===== src/rtl/serial_adder_pkg.sv =====
// Shared types and helpers for the bit-serial add/subtract engine.
package serial_adder_pkg;

    typedef enum logic [1:0] {
        IDLE = 2'd0,
        RUN  = 2'd1,
        DONE = 2'd2
    } state_e;

    localparam int DEFAULT_WIDTH = 8;

    // Bit-counter width; clamps to one bit so a degenerate width still elaborates.
    function automatic int cnt_width(input int width);
        return (width < 2) ? 1 : $clog2(width);
    endfunction

endpackage


===== src/rtl/serial_adder_ctrl_fa_cell.sv =====
// One-bit full-adder cell, reused every cycle by the serial controller.
module fa_cell (
    input  logic x,
    input  logic y,
    input  logic c,
    output logic s,
    output logic co
);

    assign s  = x ^ y ^ c;
    assign co = (x & y) | ((x ^ y) & c);

endmodule


===== src/rtl/serial_adder_ctrl.sv =====
// Bit-serial add/subtract controller: shifts operands LSB-first through one full-adder cell.
//  state | meaning
//  IDLE  | waiting for operands, in_ready high
//  RUN   | one result bit per edge, WIDTH edges
//  DONE  | result held until downstream accepts
module serial_adder_ctrl
    import serial_adder_pkg::*;
#(
    parameter int WIDTH = DEFAULT_WIDTH,
    parameter int CNT_W = cnt_width(WIDTH)
) (
    input  logic             clk,
    input  logic             rst_n,
    input  logic             in_valid,
    output logic             in_ready,
    input  logic [WIDTH-1:0] a,
    input  logic [WIDTH-1:0] b,
    input  logic             sub,
    output logic             out_valid,
    input  logic             out_ready,
    output logic [WIDTH-1:0] sum,
    output logic             cout,
    output logic             ovf,
    output logic             busy
);

    localparam logic [CNT_W-1:0] CNT_LAST   = CNT_W'(WIDTH - 1);
    localparam logic [CNT_W-1:0] CNT_MSB_IN = CNT_W'(WIDTH - 2);

    state_e           state_q, state_d;
    logic [WIDTH-1:0] a_sr_q, a_sr_d;
    logic [WIDTH-1:0] b_sr_q, b_sr_d;
    logic [WIDTH-1:0] sum_sr_q, sum_sr_d;
    logic [CNT_W-1:0] count_q, count_d;
    logic             carry_q, carry_d;
    logic             cin_msb_q, cin_msb_d;
    logic             cout_q, cout_d;
    logic             ovf_q, ovf_d;
    logic             fa_sum, fa_cout;

    fa_cell u_fa (
        .x  (a_sr_q[0]),
        .y  (b_sr_q[0]),
        .c  (carry_q),
        .s  (fa_sum),
        .co (fa_cout)
    );

    always_comb begin
        state_d   = state_q;
        a_sr_d    = a_sr_q;
        b_sr_d    = b_sr_q;
        sum_sr_d  = sum_sr_q;
        count_d   = count_q;
        carry_d   = carry_q;
        cin_msb_d = cin_msb_q;
        cout_d    = cout_q;
        ovf_d     = ovf_q;
        case (state_q)
            IDLE: begin
                if (in_valid) begin
                    // Subtract as A + ~B + 1, the +1 entering as the initial carry.
                    a_sr_d  = a;
                    b_sr_d  = sub ? ~b : b;
                    carry_d = sub;
                    count_d = '0;
                    state_d = RUN;
                end
            end
            RUN: begin
                sum_sr_d = {fa_sum, sum_sr_q[WIDTH-1:1]};
                a_sr_d   = a_sr_q >> 1;
                b_sr_d   = b_sr_q >> 1;
                carry_d  = fa_cout;
                count_d  = count_q + CNT_W'(1);
                if (count_q == CNT_MSB_IN) begin
                    cin_msb_d = fa_cout;
                end
                if (count_q == CNT_LAST) begin
                    cout_d  = fa_cout;
                    ovf_d   = cin_msb_q ^ fa_cout;
                    state_d = DONE;
                end
            end
            DONE: begin
                if (out_ready) begin
                    state_d = IDLE;
                end
            end
            default: state_d = IDLE;
        endcase
    end

    always_ff @(posedge clk or negedge rst_n) begin
        if (!rst_n) begin
            state_q   <= IDLE;
            a_sr_q    <= '0;
            b_sr_q    <= '0;
            sum_sr_q  <= '0;
            count_q   <= '0;
            carry_q   <= 1'b0;
            cin_msb_q <= 1'b0;
            cout_q    <= 1'b0;
            ovf_q     <= 1'b0;
        end else begin
            state_q   <= state_d;
            a_sr_q    <= a_sr_d;
            b_sr_q    <= b_sr_d;
            sum_sr_q  <= sum_sr_d;
            count_q   <= count_d;
            carry_q   <= carry_d;
            cin_msb_q <= cin_msb_d;
            cout_q    <= cout_d;
            ovf_q     <= ovf_d;
        end
    end

    assign in_ready  = (state_q == IDLE);
    assign busy      = (state_q == RUN);
    assign out_valid = (state_q == DONE);
    assign sum       = sum_sr_q;
    assign cout      = cout_q;
    assign ovf       = ovf_q;

endmodule


===== config.mk =====
export PLATFORM = sky130hd
export DESIGN_NAME = serial_adder_ctrl
export DESIGN_NICKNAME = d
export VERILOG_FILES = /design/src/rtl/serial_adder_pkg.sv /design/src/rtl/serial_adder_ctrl_fa_cell.sv /design/src/rtl/serial_adder_ctrl.sv
export SDC_FILE = /design/constraint.sdc
export NUM_CORES = 1
export LEC_CHECK = 0
export CAP_MARGIN = 20
export CORE_MARGIN = 5
export CORE_UTILIZATION = 37
export CTS_BUF_LIST = sky130_fd_sc_hd__clkbuf_16
export DETAILED_ROUTE_END_ITERATION = 10
export PLACE_DENSITY = 0.68
export SLEW_MARGIN = 20
export SYNTH_ARGS = -nofsm -noshare
export SYNTH_HDL_FRONTEND = slang
export SYNTH_HIERARCHICAL = 1
export SYNTH_SLANG_ARGS = --single-unit
export TNS_END_PERCENT = 5

===== constraint.sdc =====
create_clock -name clk -period 3.7 [get_ports clk]
set_input_delay 1.11 -clock clk [delete_from_list [all_inputs] [get_ports clk]]
set_output_delay 1.11 -clock clk [all_outputs]
set_load 0.05 [all_outputs]

After elaboration in Yosys (flattened, before gate mapping):

Index checks and enable logic that the tools add are counted.

* $add $sub $neg: 1
* multipliers: 0
* divide/modulo/power cells: 0
* magnitude comparators: 0
* eq/ne operators: 7
* shift operators: 0
* multiplexer cells: 13
* bitwise logic cells: 7
* reduce and logical (&&, ||, !) cells: 6

Operator list (number)
* $pmux W8 S2: 2
* $mux W8: 3
* $not A8 Y8: 1
* $eq A3 B3 Y1 const B: 2
* $mux W2: 3
* $pmux W2 S3: 1
* $pmux W3 S2: 1
* $reduce_and A2 Y1: 3
* $ne A2 B1 Y1 const B: 2
* $add A3 B1 Y3 const B: 1
* $mux W3: 1
* $reduce_and A3 Y1: 1
* $xor A1 B1 Y1: 3
* $and A1 B1 Y1: 2
* $eq A2 B1 Y1 const B: 1
* $eq A2 B2 Y1 const B: 1
* $logic_not A2 Y1: 1
* $ne A2 B2 Y1 const B: 1
* $pmux W1 S2: 1
* $reduce_bool A2 Y1: 1
* $mux W1: 1
* $or A1 B1 Y1: 1

* register bits: 33
* bits in latches: 0
* bits in writable memories: 0
* ROM bits: 0
* word-level logic and storage cells: 43
* memories kept: 0

Depth between registers and ports, before layout:

* depth after elaboration: 4
* depth in mapped cells: 5
* gate-level depth less buffers: 4

Cells and area by module:

The synthesis kept the hierarchy.

By module, submodules not included
* serial_adder_ctrl: times used 1, cells an instance 137, area an instance 1556.5 sq um
* fa_cell: times used 1, cells an instance 1, area an instance 20.0 sq um

Least setup slack after synthesis:

No wires, ideal clock.

* path kind: register to output
* start: register state_q[1]
* end: output in_ready
* arrival time: 1.412 ns
* path slack: 1.178 ns
* stages on the path, launching flop included: 4
* path buffers: 2
* cell sequence: dfrtp_1 -> buf_2 -> buf_1 -> nor2_1

* word-level cells in the longest chain between the ends: 1

Ends and longest elaborated chain
* from (decl): RTL line serial_adder_ctrl.sv:30 `state_e state_q, state_d;`
* from (signal assigned): RTL line serial_adder_ctrl.sv:106 `state_q <= state_d;`
* $logic_not A2 Y1: RTL line serial_adder_ctrl.sv:118 `assign in_ready = (state_q == IDLE);`
* to (decl): RTL line serial_adder_ctrl.sv:15 `output logic in_ready,`

No other way between the ends.

Worst setup path in the final report:

* start: register state_q[0]
* end: output out_valid

* word-level cells in the longest chain between the ends: 1

Ends and longest elaborated chain
* $eq A2 B2 Y1: RTL line serial_adder_ctrl.sv:120 `assign out_valid = (state_q == DONE);`
* to (decl): RTL line serial_adder_ctrl.sv:19 `output logic out_valid,`

No other way between the ends.

==> out/qor.tcl <==
set qor(netlist_area_sq_um) 1580
set qor(cp-start-kind) {flop}
set qor(drt_first_iter_violations) 47
set qor(routability_congestion_estimate_from_global_placement) 0.730
set qor(cts_made_buffers) 5
set qor(tritoncts_clock_tree) {done}
set qor(detailedPlace.worstSlack_ns) 0.886
set qor(initial_utilization_pct) 38.9
set qor(post_cts.repair.setup_buffers) 0
set qor(synth-async-reset-ratio_pct) 100
set qor(nets) 197
set qor(worst-endpoint-required_ns) 2.59
set qor(num_rows) 23
set qor(yosysWarnings) 6
set qor(yosys.cell_count.top_type) {sky130_fd_sc_hd__dfrtp_1}
set qor(number_of_antenna_violations_at_the_first_check_in_global_routing) 0
set qor(tightest_slew_ns) 0.655
set qor(synth_seq_cells) 33
set qor(synth_area_per_cell_sq_um) 11.4
set qor(ctsRootBufferMaster) {sky130_fd_sc_hd__clkbuf_16}
set qor(post_synth_main_area_contributors) {sky130_fd_sc_hd__dfrtp_1 52%, sky130_fd_sc_hd__mux2_2 7.9%, sky130_fd_sc_hd__nand2_1 5.0%, sky130_fd_sc_hd__a22oi_1 4.8%, sky130_fd_sc_hd__xnor2_1 3.9%}
set qor(synth.top_cells.by_count) {33 x sky130_fd_sc_hd__dfrtp_1, 21 x sky130_fd_sc_hd__nand2_1, 12 x sky130_fd_sc_hd__o21ai_0}
set qor(post-layout-total-power_mw) 1.93
set qor(cts-root-to-sink-buffers) 2
set qor(run_status) {complete, no violations}
set qor(syn_inst_count) 138
set qor(syn_to_final_growth_pct) 35.7
set qor(postSynth.topFlopCell) {sky130_fd_sc_hd__dfrtp_1}
set qor(timing_hold_violations_final) 0
set qor(drt_pre_antenna_iters) 4
set qor(drt-wirelength-per-cell_um) 15.0
set qor(cts.sink_count) 33
set qor(layout.cells.non_filler) 223
set qor(drtAntennaViolNets) 0
set qor(layout_setup_ws_ns) 0.547
set qor(clock_latency_ns) 0.28
set qor(dieHeight_um) 75.3
set qor(fp.dieArea_sq_um) 5670
set qor(floorplan.die.width_um) 75.3
set qor(design.portCount) 34
set qor(route.final.wire_length_um) 3340
set qor(highest_ir_drop_seen_on_vdd_mv) 0.321
set qor(first_global_vias) 1237
set qor(core-area_sq_um) 4060
set qor(max_freq_mhz) 317
set qor(vias_per_cell) 5.20
set qor(setup_viol) 0
set qor(cp-end-kind) {output pin}
set qor(power_per_cell_area_nw_per_um2) 904
set qor(cts-hold-fix-buffers) 0
set qor(antennaDiodeCount) 0
set qor(synth_cell_types) 27
set qor(worst_ep_arrival_time_ns) 2.04
set qor(synth_top_area_share_pct) 52.4
set qor(wire_length_of_the_first_global_routing_pass_um) 5610
set qor(routed-via-count) 1160
set qor(placement.io_buffers) 33
set qor(global_route.overflow_total) 0
set qor(post_route_cells_drive_above_1_share_pct) 16.8
set qor(synth_top_cell_by_area) {sky130_fd_sc_hd__dfrtp_1}
set qor(leakage_nw) 0.928
set qor(drt_drc_violations_left) 0
set qor(setup_tns_ns) 0
set qor(path_class) {flop to output pin}
set qor(finalCritPeriodShare_pct) 85.2
set qor(worst_slew_margin_rel_pct) 56.3
set qor(cts_repair_resize_count) 0
set qor(timing.final.crit_period_ns) 3.15
set qor(synthesis.nets) 163
set qor(clock_pin_slew_on_the_worst_setup_and_hold_paths_ns) 0.05
set qor(hold_path_class) {flop to flop}
set qor(synth-edff-count) 0
set qor(critical_path_peak_fanout) 21
set qor(finClkSkew_ns) 0.00342
set qor(clock_tree.htree_level_count) 2
set qor(slew_viol_final) 0
set qor(track_usage_pct) 13.4
set qor(dp.final_hpwl_um) 2340
set qor(max_cap_check_violation_count) 0
set qor(place_inst) 215
set qor(grt_setup_unrepaired) {false}
set qor(grt_max_degree) 34
set qor(synth_seq_area_share_pct) 52.4
metal layers:
layer / up-vias / part of all wire [%] / track usage [%]
met4: 0 / 2.0 / 5.83
li1: 552 / - / -
met1: 568 / 42 / 15.8
met5: - / 0 / 0
met3: 7 / 6.5 / 4.67
met2: 33 / 50 / 22.1
where the power goes:
part           internal, mW  switching, mW
registers             0.508          0.117
logic                 0.332          0.443
clock network         0.384          0.151
kinds of logic after synthesis:
kind of cell    synth area share [%]
compound gates                  17.1
flops                           52.4
simple gates                    9.68
buf+inv                         4.29
mux                             7.86
xor+xnor                        5.00
fa+ha+maj                       3.65
critical path, cell delays in order (launching register included):
cell and delay (ns):
sky130_fd_sc_hd__dfrtp_1 0.76, sky130_fd_sc_hd__inv_1 0.14, sky130_fd_sc_hd__nand2_1 0.12, sky130_fd_sc_hd__inv_1 0.05, sky130_fd_sc_hd__clkdlybuf4s50_1 0.70
placed cells by master (no fill, tap or decap), drive strengths merged, types with 2 or more instances in the layout:
cell type and count:
nor2 3, inv 4, bufinv 2, nor2b 3
clkdlybuf4s50 32, o221ai 4, nand2 21, dfrtp 33
ha 3, o21ai 12, xnor2 7, a21oi 4
o211ai 2, and2b 3, clkbuf 5, a22oi 10
mux2 11, buf 4, xor2 2
worst paths after layout:
kind / end / cells past startpoint / slack [ns] / startpoint
worst max-delay path: out_valid / 4 / 0.55 / state_q[0]
worst min-delay path: a_sr_q[3] / 2 / 0.49 / a_sr_q[3]
worst max register to register: cout / 4 / 1.70 / state_q[0]
worst min register to register: a_sr_q[3] / 2 / 0.49 / a_sr_q[3]
max in group asynchronous: b_sr_q[5] / 2 / 2.16 / rst_n
min in group asynchronous: a_sr_q[3] / 2 / 1.24 / rst_n
state kept, by name, indices dropped and copies added, names as in the netlist:
name and count:
sum 8, ovf 1, count_q 3, a_sr_q 8, state_q 2, cout 1, carry_q 1, cin_msb_q 1
b_sr_q 8
final cells by class:
type                    instances  area [sq um]
clock buffers                   5           125
clock inverters                 3          65.1
fillers                       336          1920
inverters                       4          15.0
multi-input cells              92           683
flip-flops and latches         33           826
well taps                      50          62.6
repair buffers                 36           363
per-stage QoR:
step	util [%]	instance area [sq um]	hold WS (ns)
finish	52.7	2140	0.492
global placement	48.0	1950	0.463
CTS	52.7	2140	0.491
detailed placement	48.0	1950	0.476
global route	52.7	2140	0.521
floorplan	-	1580	0.450
No activity file was read; power rests on OpenSTA's default activity.
